## src/rtl/mem_read_arbiter.sv

```systemverilog
// mem_read_arbiter: two-master AXI read-channel arbiter.
// Master 0 is the i-cache refill port, master 1 the d-cache refill port.
// One burst is outstanding at a time. Winners are picked round-robin in
// IDLE, the address is replayed to memory from a registered copy, and
// returning beats are steered combinationally to the granted master until
// max(ARLEN,1) beats have been accepted. ARLEN is a beat count, not len-1.

module mem_read_arbiter #(
    parameter int MAX_BEATS = 16,
    parameter int ADDR_W    = 32,
    parameter int DATA_W    = 32,
    parameter int ID_W      = 4,
    localparam int LEN_W    = $clog2(MAX_BEATS) + 1
) (
    input  logic              clk,
    input  logic              rst_n,

    // master 0 (i-cache) read address
    input  logic              m0_arvalid,
    output logic              m0_arready,
    input  logic [ADDR_W-1:0] m0_araddr,
    input  logic [LEN_W-1:0]  m0_arlen,
    input  logic [ID_W-1:0]   m0_arid,
    // master 0 (i-cache) read data
    output logic              m0_rvalid,
    input  logic              m0_rready,
    output logic [DATA_W-1:0] m0_rdata,
    output logic [ID_W-1:0]   m0_rid,
    output logic              m0_rlast,

    // master 1 (d-cache) read address
    input  logic              m1_arvalid,
    output logic              m1_arready,
    input  logic [ADDR_W-1:0] m1_araddr,
    input  logic [LEN_W-1:0]  m1_arlen,
    input  logic [ID_W-1:0]   m1_arid,
    // master 1 (d-cache) read data
    output logic              m1_rvalid,
    input  logic              m1_rready,
    output logic [DATA_W-1:0] m1_rdata,
    output logic [ID_W-1:0]   m1_rid,
    output logic              m1_rlast,

    // memory read address
    output logic              mem_arvalid,
    input  logic              mem_arready,
    output logic [ADDR_W-1:0] mem_araddr,
    output logic [LEN_W-1:0]  mem_arlen,
    output logic [ID_W-1:0]   mem_arid,
    // memory read data
    input  logic              mem_rvalid,
    output logic              mem_rready,
    input  logic [DATA_W-1:0] mem_rdata,
    input  logic [ID_W-1:0]   mem_rid,
    input  logic              mem_rlast
);

    typedef enum logic [1:0] {
        IDLE = 2'd0,
        ADDR = 2'd1,
        DATA = 2'd2
    } state_t;

    state_t              state_r;
    state_t              state_nxt_s;
    state_t              ctrl_state_s;

    logic                grant_r;
    logic                last_grant_r;
    logic [ADDR_W-1:0]   addr_r;
    logic [LEN_W-1:0]    len_r;
    logic [ID_W-1:0]     id_r;
    logic [LEN_W-1:0]    cnt_r;

    logic                any_req_s;
    logic                winner_s;
    logic                beat_s;
    logic                last_beat_s;
    logic [LEN_W-1:0]    eff_len_s;
    logic [LEN_W-1:0]    cnt_plus_s;

    // Round-robin pick: a lone requester wins, a tie goes to the master that did not win last time.
    always_comb begin
        any_req_s = m0_arvalid | m1_arvalid;
        if (m0_arvalid && m1_arvalid) begin
            winner_s = ~last_grant_r;
        end else if (m1_arvalid) begin
            winner_s = 1'b1;
        end else begin
            winner_s = 1'b0;
        end
    end

    // While reset is held the outputs behave as IDLE so stale memory beats are sunk, not delivered.
    always_comb begin
        if (rst_n) begin
            ctrl_state_s = state_r;
        end else begin
            ctrl_state_s = IDLE;
        end
    end

    // Beat accounting: ARLEN of zero is treated as a single-beat burst.
    always_comb begin
        if (len_r == {LEN_W{1'b0}}) begin
            eff_len_s = LEN_W'(1);
        end else begin
            eff_len_s = len_r;
        end
        cnt_plus_s  = cnt_r + LEN_W'(1);
        beat_s      = mem_rvalid & mem_rready;
        last_beat_s = (cnt_plus_s == eff_len_s);
    end

    // Handshake and data steering; data/ID buses fan out to both masters, only valid/last are qualified.
    always_comb begin
        m0_arready  = 1'b0;
        m1_arready  = 1'b0;
        m0_rvalid   = 1'b0;
        m1_rvalid   = 1'b0;
        m0_rlast    = 1'b0;
        m1_rlast    = 1'b0;
        m0_rdata    = mem_rdata;
        m1_rdata    = mem_rdata;
        m0_rid      = mem_rid;
        m1_rid      = mem_rid;
        mem_arvalid = 1'b0;
        mem_araddr  = addr_r;
        mem_arlen   = len_r;
        mem_arid    = id_r;
        mem_rready  = 1'b1;
        case (ctrl_state_s)
            IDLE: begin
                m0_arready = any_req_s & ~winner_s;
                m1_arready = any_req_s &  winner_s;
            end
            ADDR: begin
                mem_arvalid = 1'b1;
            end
            DATA: begin
                if (grant_r) begin
                    m1_rvalid  = mem_rvalid;
                    m1_rlast   = mem_rlast;
                    mem_rready = m1_rready;
                end else begin
                    m0_rvalid  = mem_rvalid;
                    m0_rlast   = mem_rlast;
                    mem_rready = m0_rready;
                end
            end
            default: begin
                mem_rready = 1'b1;
            end
        endcase
    end

    // Next-state logic; memory RLAST is deliberately ignored, the beat count ends the burst.
    always_comb begin
        state_nxt_s = state_r;
        case (state_r)
            IDLE: begin
                if (any_req_s) begin
                    state_nxt_s = ADDR;
                end else begin
                    state_nxt_s = IDLE;
                end
            end
            ADDR: begin
                if (mem_arready) begin
                    state_nxt_s = DATA;
                end else begin
                    state_nxt_s = ADDR;
                end
            end
            DATA: begin
                if (beat_s && last_beat_s) begin
                    state_nxt_s = IDLE;
                end else begin
                    state_nxt_s = DATA;
                end
            end
            default: begin
                state_nxt_s = IDLE;
            end
        endcase
    end

    // State register and grant bookkeeping; last_grant resets to m1 so m0 wins the first tie.
    always_ff @(posedge clk) begin
        if (!rst_n) begin
            state_r      <= IDLE;
            grant_r      <= 1'b0;
            last_grant_r <= 1'b1;
        end else begin
            state_r <= state_nxt_s;
            if ((state_r == IDLE) && any_req_s) begin
                grant_r      <= winner_s;
                last_grant_r <= winner_s;
            end else begin
                grant_r      <= grant_r;
                last_grant_r <= last_grant_r;
            end
        end
    end

    // Address fields are sampled only in the IDLE acceptance cycle; later master changes are ignored.
    always_ff @(posedge clk) begin
        if (!rst_n) begin
            addr_r <= {ADDR_W{1'b0}};
            len_r  <= {LEN_W{1'b0}};
            id_r   <= {ID_W{1'b0}};
        end else if ((state_r == IDLE) && any_req_s) begin
            if (winner_s) begin
                addr_r <= m1_araddr;
                len_r  <= m1_arlen;
                id_r   <= m1_arid;
            end else begin
                addr_r <= m0_araddr;
                len_r  <= m0_arlen;
                id_r   <= m0_arid;
            end
        end else begin
            addr_r <= addr_r;
            len_r  <= len_r;
            id_r   <= id_r;
        end
    end

    // Beat counter: cleared when memory takes the address, advanced on each accepted data beat.
    always_ff @(posedge clk) begin
        if (!rst_n) begin
            cnt_r <= {LEN_W{1'b0}};
        end else if ((state_r == ADDR) && mem_arready) begin
            cnt_r <= {LEN_W{1'b0}};
        end else if ((state_r == DATA) && beat_s) begin
            cnt_r <= cnt_plus_s;
        end else begin
            cnt_r <= cnt_r;
        end
    end

    mem_read_arbiter_props #(
        .ADDR_W (ADDR_W),
        .LEN_W  (LEN_W),
        .ID_W   (ID_W)
    ) u_props (
        .clk         (clk),
        .rst_n       (rst_n),
        .m0_arready  (m0_arready),
        .m1_arready  (m1_arready),
        .m0_rvalid   (m0_rvalid),
        .m1_rvalid   (m1_rvalid),
        .mem_arvalid (mem_arvalid),
        .mem_arready (mem_arready),
        .mem_araddr  (mem_araddr),
        .mem_arlen   (mem_arlen),
        .mem_arid    (mem_arid)
    );

endmodule

// Protocol properties of the arbiter outputs.
module mem_read_arbiter_props #(
    parameter int ADDR_W = 32,
    parameter int LEN_W  = 5,
    parameter int ID_W   = 4
) (
    input logic              clk,
    input logic              rst_n,
    input logic              m0_arready,
    input logic              m1_arready,
    input logic              m0_rvalid,
    input logic              m1_rvalid,
    input logic              mem_arvalid,
    input logic              mem_arready,
    input logic [ADDR_W-1:0] mem_araddr,
    input logic [LEN_W-1:0]  mem_arlen,
    input logic [ID_W-1:0]   mem_arid
);

    a_one_arready: assert property (@(posedge clk) !(m0_arready && m1_arready));

    a_one_rvalid: assert property (@(posedge clk) !(m0_rvalid && m1_rvalid));

    a_ar_stable: assert property (@(posedge clk) disable iff (!rst_n)
        (mem_arvalid && !mem_arready) |=>
            (mem_arvalid && $stable(mem_araddr) && $stable(mem_arlen) && $stable(mem_arid)));

endmodule
```

## config.mk

```make
export PLATFORM = sky130hd
export DESIGN_NAME = mem_read_arbiter
export DESIGN_NICKNAME = d
export VERILOG_FILES = /design/src/rtl/mem_read_arbiter.sv
export SDC_FILE = /design/constraint.sdc
export NUM_CORES = 1
export LEC_CHECK = 0
export CAP_MARGIN = 5
export CORE_MARGIN = 2
export CORE_UTILIZATION = 35
export DETAILED_ROUTE_END_ITERATION = 10
export GPL_ROUTABILITY_DRIVEN = 0
export MAX_ROUTING_LAYER = met4
export PLACE_DENSITY_LB_ADDON = 0.1
export SLEW_MARGIN = 20
export SYNTH_ARGS = -nofsm -noshare
export SYNTH_HDL_FRONTEND = slang
export SYNTH_SLANG_ARGS = --single-unit
```

## constraint.sdc

```tcl
create_clock -name clk -period 3.9 [get_ports clk]
set_input_delay 0.78 -clock clk [delete_from_list [all_inputs] [get_ports clk]]
set_output_delay 0.78 -clock clk [all_outputs]
set_load 0.02 [all_outputs]
```

==> Yosys cells after proc, flatten, opt, wreduce, memory -nomap -nowiden <==
Index checks and enable logic that the tools add are counted.
{ "word_totals": {"ff_bits": 50, "inputBits": 127, "out_inout_bits": 121, "elab_cells": 53} }
{ "op_classes": {"add_sub_neg": 1, "eq_ne": 5, "muxes": 24, "bitwise": 7, "reduce_logical": 9} }
{ "op_table": {"columns": ["operator", "n"], "rows": [
  ["$mux W32", 1],
  ["$mux W1", 16],
  ["$mux W5", 2],
  ["$mux W2", 3],
  ["$pmux W2 S3", 1],
  ["$add A5 B1 Y5 const B", 1],
  ["$eq A5 B5 Y1", 1],
  ["$logic_and A1 B1 Y1", 5],
  ["$logic_not A5 Y1", 1],
  ["$eq A2 B1 Y1 const B", 2],
  ["$eq A2 B2 Y1 const B", 2],
  ["$logic_not A2 Y1", 2],
  ["$mux W4", 1],
  ["$and A1 B1 Y1", 3],
  ["$not A1 Y1", 3],
  ["$reduce_or A2 Y1", 1],
  ["$or A1 B1 Y1", 1]
]} }

==> Depth between registers and ports, before layout <==
{ "logic_depth": {"word_depth": 7, "mapped_depth": 6, "mapped_depth_nobuf": 5} }

==> Least setup slack after synthesis <==
Ideal clock, no wire load.
{ "synth_timing": {"path_kind": "input to output", "start": "in rst_n", "end": "out m0_rvalid", "arrival_ps": 1842, "t_required_ps": 3120, "setup_slack_ps": 1278, "path_stages": 3, "path_buffers": 1, "cell_sequence": "clkbuf_1 inv_2 nor4_1"} }
{ "synth_via": {"elab_chain_len": 3} }
{ "synth_rtl": {"columns": ["element", "line_no", "text"], "rows": [
  ["start: declaration", "16", "input logic rst_n,"],
  ["$mux W2", "96", "if (rst_n) begin"],
  ["$eq A2 B2 Y1", "132", "case (ctrl_state_s)"],
  ["$mux W1", "132", null],
  ["end: declaration", "25", "output logic m0_rvalid,"]
]} }
No other way between the ends.

==> Worst setup path after layout <==
{ "layout_timing": {"start": "in rst_n", "end": "out m1_rvalid"} }
{ "layout_via": {"elab_chain_len": 3} }
{ "layout_rtl": {"columns": ["element", "line_no", "text"], "rows": [
  ["$mux W2", "96", null],
  ["$eq A2 B2 Y1", "132", null],
  ["$mux W1", "132", null],
  ["end: declaration", "38", "output logic m1_rvalid,"]
]} }
No other way between the ends.

==> impl_metrics.ini <==
[status]
status = finished clean

[critical_path]
slowest_delay_ns = 0.68
endpoint_kind = primary output
cp_common_cell = clkdlybuf4s50_1
rr_worst_depth = 5
path_delay_family = buffers and inverters
cp.depth = 5
crit_buf_inv = 3
slowest_stage = clkdlybuf4s50_1
worstPathRequired_ns = 3.12
worst_setup_path_start_kind = input port
crit_fanout = 11
crit_arrival_ns = 2.52
path_class = in -> out
cp_cell_sequence = clkdlybuf4s50_1 > inv_2 > nor2_1 > and3_2 > clkdlybuf4s50_1

[synth]
synth_nets = 460
synthXorXnorAreaFrac_pct = 2.39
async_flop_share_pct = 0
synth_area_per_cell_um2 = 8.83
synth_seq_cells = 50
ys.warnings.count = 0
synth_compound_area_share_pct = 14.9
synth-seq-area-share_pct = 34.1
synth_flop_cell = dfxtp_1
synth_mux_area_share_pct = 14.7
netlist_instances = 332
synth_cell_types = 38
synth.area.top_cells = dfxtp_1, buf_4, mux2i_1
synth_top_family_by_area = buffers and inverters
synth_edf_count = 0
yosysTopAreaCell = dfxtp_1
yosysTopAreaCellShare_pct = 34.1
synth_area_um2 = 2930
synthSimpleGateAreaFrac_pct = 11.8
synthAdderAreaFrac_pct = 0.427

[drt]
routed.top_layer = met4
routedWlPerCell_um = 14.5
postRouteAntennaNets = 0
met3_length_um = 606
drc = 0
vias_per_cell = 4.82
drt_first_pass_iters = 3
wl_mm = 7.22
wl_met2_mm = 3.51
wirelength_met1_mm = 2.90
num_vias = 2390
drt_iter0_drc = 49

[sta]
setup_ws_ns = 0.605
hold_violations = 0
rsz0062_at_grt = false
fmaxAchievable_mhz = 303
slew_violations = 0
finClkSkew_ns = 0.00557
finalCritPeriodShare_pct = 84.5
fin_crit_ns = 3.30
max_slew_margin_pct = 53.8
holdWs_ns = 0.499
worstMarginPinSlew_ns = 0.694
timing.setup.tns_ns = 0
finalSetupViolCount = 0

[placed_design]
dp_hpwl_mm = 5.38
io_buffer_count = 139
placed_cell_area_um2 = 3880
place_ws_ns = 0.625
post-place-cells = 488

[cts]
ctsHoldBuffers = 0
cts_setup_buffers = 0
cts_root_buffer = clkbuf_8
clkSinkCount = 50
ctsResizeCount = 0
clockBufferDepth = 2
cts_tree = yes
path_clk_slew_ns = 0.09
numCtsBuffers = 5
clock_latency_ns = 0.30
ctsHtreeMaxLevel = 2

[power]
sw_frac_of_total_pct = 31.2
power_frac_seq_pct = 42.9
p_clk_share_pct = 21.6
p_sw_mw = 0.446
total_leakage_power_nw = 1.48
ir_worst_vdd_mv = 0.144
p_per_area_nw_per_um2 = 360
internal_power_mw = 0.984
finalPower_mw = 1.43
p_comb_share_pct = 35.6

[finish]
nets = 518
final_cells = 496
multi_input_area_um2 = 1310
n_antenna_cell = 0
final-seq-area_um2 = 1000
area_delta_synth_final_pct = 35.5
drive_gt1_share_pct = 4.35
stdcell_area_um2 = 3970
utilization_pct = 48.6
fillerInstances = 780

[min_path]
hold_class = reg -> reg
hold_depth = 2

[die]
fp-row-count = 33
die_area_um2 = 9120
initial_core_util_pct = 35.9
pin_count = 248
dieHeight_um = 95.5
core_area_um2 = 8180
die_x_um = 95.5

[global_routing]
grt.overflow.total = 0
grt_pass1_vias = 2310
antenna_found_initial = 0
grt_max_degree = 83
track_usage_pct = 16.1
grt_pass1_wl_mm = 11.2

[run]
drv_cap = 0
## sequential cells by signal, indices dropped and copies added (netlist names)
register / flops
mem_arid: 4
state_r: 2
grant_r: 1
cnt_r: 5
mem_araddr: 32
last_grant_r: 1
mem_arlen: 5
## cells by family after synthesis
kind of cell	count (synthesis)
mux	43
flops	50
simple gates	75
xor+xnor	8
fa+ha+maj	1
buf+inv	95
compound gates	60
## placed cells by master, fill, tap and decap left out, types with 2 or more instances in the layout
cell type / n
nor3b_1: 3
and3_1: 2
clkdlybuf4s50_1: 139
nor4_1: 2
a21oi_1: 3
nor2_1: 49
mux2i_1: 43
clkbuf_8: 6
xnor2_1: 6
dfxtp_1: 50
buf_4: 2
inv_1: 3
xor2_1: 2
o21ai_0: 5
a211oi_1: 43
nand2b_1: 3
nand2_1: 5
and3_2: 2
nand3_1: 2
## final timing paths
| check | from | end | slack, ns |
|---|---|---|---|
| worst min-delay path | mem_araddr[15] | mem_araddr[15] | 0.50 |
| worst max-delay path | rst_n | m1_rvalid | 0.60 |
| worst max register to register | cnt_r[0] | cnt_r[4] | 2.19 |
| worst min register to register | mem_araddr[15] | mem_araddr[15] | 0.50 |
## layout make-up
type	instances	area share (%)
repair buffers	142	35.9
multi-input cells	187	32.9
flip-flops and latches	50	25.2
well taps	105	3.31
clock buffers	7	2.17
inverters	4	0.378
clock inverters	1	0.126
## Yosys cell counts, types with 3 or more instances
cell type / number
a21oi_1: 3
nor2_1: 49
clkbuf_1: 7
nor3b_1: 3
xnor2_1: 6
nand2_1: 5
mux2i_1: 43
inv_1: 3
a211oi_1: 43
dfxtp_1: 50
buf_1: 5
buf_4: 72
nand2b_1: 3
o21ai_0: 5
buf_2: 7
## worst reg2reg max path: cells and delay by family (launching register included)
family,cells,cell delay (ns)
DFF,1,0.42
buffers and inverters,1,0.09
and+or+nand+nor,1,0.32
AOI/OAI and AO/OA,2,0.58
adders and majority gates,1,0.24
## power by group through the flow
stage	sequential (mW)	clock, mW	combinational [mW]
after floorplan	0.690	0	0.298
after global placement	0.623	0	0.514
after detailed placement	0.625	0	0.516
after CTS	0.614	0.325	0.517
after global routing	0.623	0.341	0.553
final	0.613	0.308	0.509
## metal layers
layer | vias to the layer above | GRT usage (%)
met3 | 31 | 4.90
met4 | 0 | 6.90
met2 | 87 | 26.9
li1 | 1214 | -
met1 | 1058 | 17.8
met5 | - | -
Power figures use the tool's default switching activity.
